[config.mk]
export PLATFORM = sky130hd
export DESIGN_NAME = sdram_arbit
export DESIGN_NICKNAME = d
export VERILOG_FILES = /design/src/rtl/sdram_arbit_pkg.sv /design/src/rtl/sdram_arbit.sv
export SDC_FILE = /design/constraint.sdc
export NUM_CORES = 1
export LEC_CHECK = 0
export ABC_CLOCK_PERIOD_IN_PS = 1400
export CAP_MARGIN = 0
export CORE_MARGIN = 2
export CORE_UTILIZATION = 22
export CTS_CLUSTER_DIAMETER = 150
export DETAILED_ROUTE_END_ITERATION = 10
export PLACE_DENSITY = 0.78
export SYNTH_ARGS = -nofsm -noshare
export SYNTH_HDL_FRONTEND = slang
export SYNTH_SLANG_ARGS = --single-unit
export TNS_END_PERCENT = 1
[constraint.sdc]
create_clock -name sys_clk -period 1.4 [get_ports sys_clk]
set_input_delay 0.14 -clock sys_clk [delete_from_list [all_inputs] [get_ports sys_clk]]
set_output_delay 0.14 -clock sys_clk [all_outputs]
set_load 0.1 [all_outputs]
[src/rtl/sdram_arbit_pkg.sv]
`default_nettype none
// ============================================================================
// Module      : sdram_arbit_pkg
// Description : Shared definitions for the SDRAM controller family: arbiter
//               FSM state encoding, grant encoding, SDRAM command codes
//               {cs_n,ras_n,cas_n,we_n}, idle bank/address values and bus
//               widths. Used by the arbiter and the init/aref/wr/rd
//               controllers.
// Revision    : 1.0 - initial release
// ============================================================================
package sdram_arbit_pkg;

    // Bus widths
    localparam int CMD_W  = 4;
    localparam int BA_W   = 2;
    localparam int ADDR_W = 13;
    localparam int DQ_W   = 16;

    // SDRAM command codes {cs_n, ras_n, cas_n, we_n}
    localparam logic [CMD_W-1:0] CMD_NOP        = 4'b0111;
    localparam logic [CMD_W-1:0] CMD_PRECHARGE  = 4'b0010;
    localparam logic [CMD_W-1:0] CMD_AUTO_REF   = 4'b0001;
    localparam logic [CMD_W-1:0] CMD_M_REG_SET  = 4'b0000;
    localparam logic [CMD_W-1:0] CMD_ACTIVE     = 4'b0011;
    localparam logic [CMD_W-1:0] CMD_WRITE      = 4'b0100;
    localparam logic [CMD_W-1:0] CMD_READ       = 4'b0101;
    localparam logic [CMD_W-1:0] CMD_BURST_STOP = 4'b0110;

    // Values driven while no controller owns the bus
    localparam logic [BA_W-1:0]   C_IDLE_BA   = 2'b11;
    localparam logic [ADDR_W-1:0] C_IDLE_ADDR = 13'h1fff;

    // Arbiter FSM state encoding
    typedef enum logic [2:0] {
        ST_IDLE  = 3'd0,
        ST_ARBIT = 3'd1,
        ST_AREF  = 3'd2,
        ST_WRITE = 3'd3,
        ST_READ  = 3'd4
    } arb_state_t;

    // Last data-transfer grant, used for write/read round-robin
    typedef enum logic {
        GRANT_WRITE = 1'b0,
        GRANT_READ  = 1'b1
    } grant_t;

endpackage : sdram_arbit_pkg
`default_nettype wire

[src/rtl/sdram_arbit.sv]
`default_nettype none
// ============================================================================
// Module      : sdram_arbit
// Description : SDRAM bus arbiter. Holds the bus for the init controller
//               until init_end, then grants it to refresh (highest priority)
//               or write/read (round-robin when both request). The owning
//               controller keeps the bus until its end pulse.
// Ports       : sys_clk/sys_rst_n  - clock, async active-high reset
//               init_*/aref_*/wr_*/rd_* - per-controller request, end pulse
//                                    and command/bank/address bus
//               aref_en/wr_en/rd_en - grants (decoded from state)
//               sdram_*             - muxed pins to the SDRAM device
// Revision    : 1.0 - initial release
// ============================================================================
module sdram_arbit
    import sdram_arbit_pkg::*;
#(
    parameter logic [CMD_W-1:0]  NOP       = CMD_NOP,
    parameter logic [BA_W-1:0]   IDLE_BA   = C_IDLE_BA,
    parameter logic [ADDR_W-1:0] IDLE_ADDR = C_IDLE_ADDR
) (
    input  logic              sys_clk,
    input  logic              sys_rst_n,      // active-high despite the name
    input  logic              init_end,
    input  logic [CMD_W-1:0]  init_cmd,
    input  logic [BA_W-1:0]   init_ba,
    input  logic [ADDR_W-1:0] init_addr,
    input  logic              aref_req,
    input  logic              aref_end,
    input  logic [CMD_W-1:0]  aref_cmd,
    input  logic [BA_W-1:0]   aref_ba,
    input  logic [ADDR_W-1:0] aref_addr,
    input  logic              wr_req,
    input  logic              wr_end,
    input  logic [CMD_W-1:0]  wr_cmd,
    input  logic [BA_W-1:0]   wr_ba,
    input  logic [ADDR_W-1:0] wr_addr,
    input  logic              wr_sdram_en,
    input  logic [DQ_W-1:0]   wr_sdram_data,
    input  logic              rd_req,
    input  logic              rd_end,
    input  logic [CMD_W-1:0]  rd_cmd,
    input  logic [BA_W-1:0]   rd_ba,
    input  logic [ADDR_W-1:0] rd_addr,
    output logic              aref_en,
    output logic              wr_en,
    output logic              rd_en,
    output logic              sdram_cke,
    output logic              sdram_cs_n,
    output logic              sdram_ras_n,
    output logic              sdram_cas_n,
    output logic              sdram_we_n,
    output logic [BA_W-1:0]   sdram_ba,
    output logic [ADDR_W-1:0] sdram_addr,
    output logic [DQ_W-1:0]   sdram_dq_out,
    output logic              sdram_dq_oe
);

    arb_state_t state_q, state_d;
    grant_t     last_grant_q, last_grant_d;

    logic [CMD_W-1:0] cmd_mux;

    // State and round-robin history
    always_ff @(posedge sys_clk or posedge sys_rst_n) begin
        if (sys_rst_n) begin
            state_q      <= ST_IDLE;
            last_grant_q <= GRANT_READ;   // so WRITE wins the first tie
        end else begin
            state_q      <= state_d;
            last_grant_q <= last_grant_d;
        end
    end

    // Next state. Every owner returns to ARBIT on its end pulse, and ARBIT
    // only grants on the following edge, which guarantees one idle ARBIT
    // cycle between consecutive grants.
    always_comb begin
        state_d      = state_q;
        last_grant_d = last_grant_q;
        unique case (state_q)
            ST_IDLE: begin
                if (init_end) state_d = ST_ARBIT;
            end
            ST_ARBIT: begin
                if (aref_req) begin
                    state_d = ST_AREF;
                end else if (wr_req && rd_req) begin
                    if (last_grant_q == GRANT_READ) begin
                        state_d      = ST_WRITE;
                        last_grant_d = GRANT_WRITE;
                    end else begin
                        state_d      = ST_READ;
                        last_grant_d = GRANT_READ;
                    end
                end else if (wr_req) begin
                    state_d      = ST_WRITE;
                    last_grant_d = GRANT_WRITE;
                end else if (rd_req) begin
                    state_d      = ST_READ;
                    last_grant_d = GRANT_READ;
                end
            end
            ST_AREF: begin
                if (aref_end) state_d = ST_ARBIT;
            end
            ST_WRITE: begin
                if (wr_end) state_d = ST_ARBIT;
            end
            ST_READ: begin
                if (rd_end) state_d = ST_ARBIT;
            end
            default: state_d = ST_IDLE;
        endcase
    end

    // Bus mux and grant decode
    always_comb begin
        cmd_mux      = NOP;
        sdram_ba     = IDLE_BA;
        sdram_addr   = IDLE_ADDR;
        aref_en      = 1'b0;
        wr_en        = 1'b0;
        rd_en        = 1'b0;
        sdram_dq_oe  = 1'b0;
        sdram_dq_out = '0;
        unique case (state_q)
            ST_IDLE: begin
                cmd_mux    = init_cmd;
                sdram_ba   = init_ba;
                sdram_addr = init_addr;
            end
            ST_AREF: begin
                aref_en    = 1'b1;
                cmd_mux    = aref_cmd;
                sdram_ba   = aref_ba;
                sdram_addr = aref_addr;
            end
            ST_WRITE: begin
                wr_en        = 1'b1;
                cmd_mux      = wr_cmd;
                sdram_ba     = wr_ba;
                sdram_addr   = wr_addr;
                sdram_dq_oe  = wr_sdram_en;
                sdram_dq_out = wr_sdram_data;
            end
            ST_READ: begin
                rd_en      = 1'b1;
                cmd_mux    = rd_cmd;
                sdram_ba   = rd_ba;
                sdram_addr = rd_addr;
            end
            default: ;   // ARBIT: NOP with idle bank/address
        endcase
    end

    assign {sdram_cs_n, sdram_ras_n, sdram_cas_n, sdram_we_n} = cmd_mux;
    assign sdram_cke = 1'b1;

endmodule : sdram_arbit
`default_nettype wire
==> impl_metrics.tcl <==
set metrics [dict create \
    status "finished, violations left" \
    violations "negative setup slack" \
    combPwrFrac_pct 93.6 \
    wl_um 5040 \
    worst_slack_ps -410 \
    htreeDepth 1 \
    yosysTopAreaCell "o22a_1" \
    arrival_ps 1670 \
    worstReg2RegEnd "state_q[0]" \
    drive_gt1_share_pct 42.4 \
    detailedRoute.firstPassIterationCount 4 \
    yosys-top-cells-area "o22a_1 21%, mux2i_1 14%, and2_1 11%" \
    path_delay_family "buffers and inverters" \
    yosysMostFrequentCell "o22a_1" \
    wl_per_cell_um 14.7 \
    portBuffers 140 \
    cp_slowest_cell "dfrtp_1" \
    p_sw_share_pct 58.0 \
    die_w_um 71.7 \
    synth_edf_count 0 \
    grt_pass1_vias 1685 \
    ctsLongestPathBuffers 2 \
    synthFlopType "dfrtp_1" \
    synth_common_cells "24 x o22a_1, 17 x and2_1, 16 x a21oi_1, 16 x nor2_1, 14 x mux2i_1" \
    crit_chain "buf_6, or2_4, buf_6, nor2_1, a21oi_1, o22a_2, buf_12" \
    cts_tree "yes" \
    postLayoutCellArea_um2 3180 \
    postSynthAreaPerCell_um2 7.59 \
    syn_inst 133 \
    antenna_found_initial 0 \
    area_growth_pct 215 \
    antenna_left 0 \
    dp.cells 336 \
    switchingPower_mw 4.85 \
    cts_sinks 4 \
    skew_ps 4.33 \
    crit_required_ps 1260 \
    rows 24 \
    p_per_area_nw_per_um2 2630 \
    fillers 306 \
    syn_area_um2 1010 \
    worstSetupPathType "reg2out" \
    drc 0 \
    power.internal_mw 3.51 \
    diodes 0 \
    leakagePower_nw 1.31 \
    max_clock_freq_mhz 553 \
    register_area_um2 103 \
    rsz0062_at_grt "true" \
    slew_violations 0 \
    grtUsageTotal_pct 19.5 \
    synth_top_area_share_pct 20.8 \
    fin_crit_sh_pct 129 \
    grt_pass1_wl_um 7920 \
    startpoint_type "flip-flop" \
    multiInputGateArea_um2 948 \
    synthesis.nets 235 \
    slowest_delay_ps 400 \
    yosysWarnings 0 \
    coreArea_um2 4380 \
    fin_crit_ps 1810 \
    seq_area_frac_synth_pct 10.0 \
    initial_core_util_pct 23.0 \
    grt-ovfl-total 0 \
    r2r_cells 6 \
    vias 1655 \
    setup_viol 40 \
    cts_buffers 3 \
    final_nets 393 \
    clock_power_share_pct 3.1 \
    die_area_um2 5150 \
    drt_iter0_drc 16 \
    synthArstFlopShare_pct 100 \
    synth_seq_cells 4 \
    rr_startpoint "state_q[1]" \
    crit_top_cell "buf_6" \
    irDropWorstVdd_v 0.00218 \
    finalNonFillerCells 342 \
    gp_congestion 0.750 \
    maxCapViolCount 0 \
    synth_cell_type_count 29 \
    rrSetupSlack_ps -160 \
    critical_path_buf_inv_count 3 \
    seq_power_share_pct 3.3 \
    cp_max_fo 7 \
    vias_per_cell 4.84 \
    power.total_mw 8.36 \
    place_hpwl_um 4360 \
    hp-class "in2async" \
    clkTransAtPathRegs_ps 30 \
    grt_max_degree 14 \
    io_pins 142 \
    clock_latency_ps 220 \
    whs_ps 110 \
    post_dp_cell_area_um2 3020 \
    root_buffer "clkbuf_8" \
    hold_buffers 0 \
    die_h_um 71.7 \
    crit_path_end_kind "output pin" \
    final_hold_viol_count 0 \
    critPathLaunch "state_q[1]" \
]
## worst register-to-register path, stage by stage (launching register included)
cell and delay [ps]:
dfrtp_1 400, buf_6 140, buf_4 150, nor4b_4 240
nand2_1 100, o221ai_2 80, mux2_1 340
## per-stage QoR
step	worst slack [ps]	util [%]	TNS [ps]
final	-410	72.6	-12990
after global routing	-485	72.6	-16010
after CTS	-417	71.8	-14360
after detailed placement	-258	68.9	-8030
after global placement	-223	68.9	-6140
after floorplan	-447	-	-11920
## power groups by stage
stage / Combinational [mW] / Clock [mW] / Sequential, mW
finish: 7.82 / 0.262 / 0.274
global route: 8.11 / 0.279 / 0.283
CTS: 7.79 / 0.268 / 0.267
detailed placement: 7.63 / 0 / 0.257
global placement: 7.60 / 0 / 0.249
floorplan: 4.87 / 0 / 0.222
## routing by layer
layer  track usage (%)  part of all wire [%]  up-vias
met5                 0                     0        -
met4              5.03                  0.69        0
met3              6.33                    11        4
met2              36.4                    53      111
met1              21.1                    35      733
li1                  -                     -      807
## logic make-up (layout without fill, tap and decap cells)
| group | Yosys count | after routing | share of synthesized area, % |
|---|---|---|---|
| compound gates | 46 | 46 | 33.0 |
| simple gates | 46 | 46 | 25.2 |
| buf+inv | 15 | 172 | 9.42 |
| other cells | 1 | 1 | 0.371 |
| flops | 4 | 4 | 10.0 |
| mux | 21 | 21 | 22.1 |
## sequential cells by signal, indices dropped and copies added (netlist names)
| register | cells |
|---|---|
| state_q | 3 |
| last_grant_q | 1 |
## what timing repair did
action                                  CTS  global route
endpoints found under the setup margin   40            42
resized for setup                        21            10
pin swaps                                26             2
buffers inserted                          2             0
## cell usage in the layout (no fill, tap or decap), drive strengths merged, types with 3 or more instances in the layout
cell / Yosys / final
buf: 10 / 65
a21oi: 16 / 16
clkdlybuf4s50: 0 / 101
nand2: 4 / 4
dfrtp: 3 / 3
clkbuf: 3 / 4
mux2: 7 / 7
and2: 17 / 17
o22a: 24 / 24
mux2i: 14 / 14
nor2: 17 / 17
## area by class of cell
cell class / count / area share, %
timing repair buffer: 166 / 63.2
multi-input combinational: 114 / 29.8
sequential: 4 / 3.22
tap: 52 / 2.04
clock buffer: 4 / 1.42
inverter: 2 / 0.354
## worst max path at each step
stage               depth (start not counted)  slack, ps             end
global route                                7       -490   sdram_addr[2]
finish                                      7       -410     sdram_ras_n
detailed placement                          7       -260  sdram_addr[12]
global placement                            7       -220  sdram_addr[11]
floorplan                                   6       -450      sdram_cs_n
CTS                                         7       -420     sdram_ras_n
Note: power is estimated with default switching activity, not from simulation.
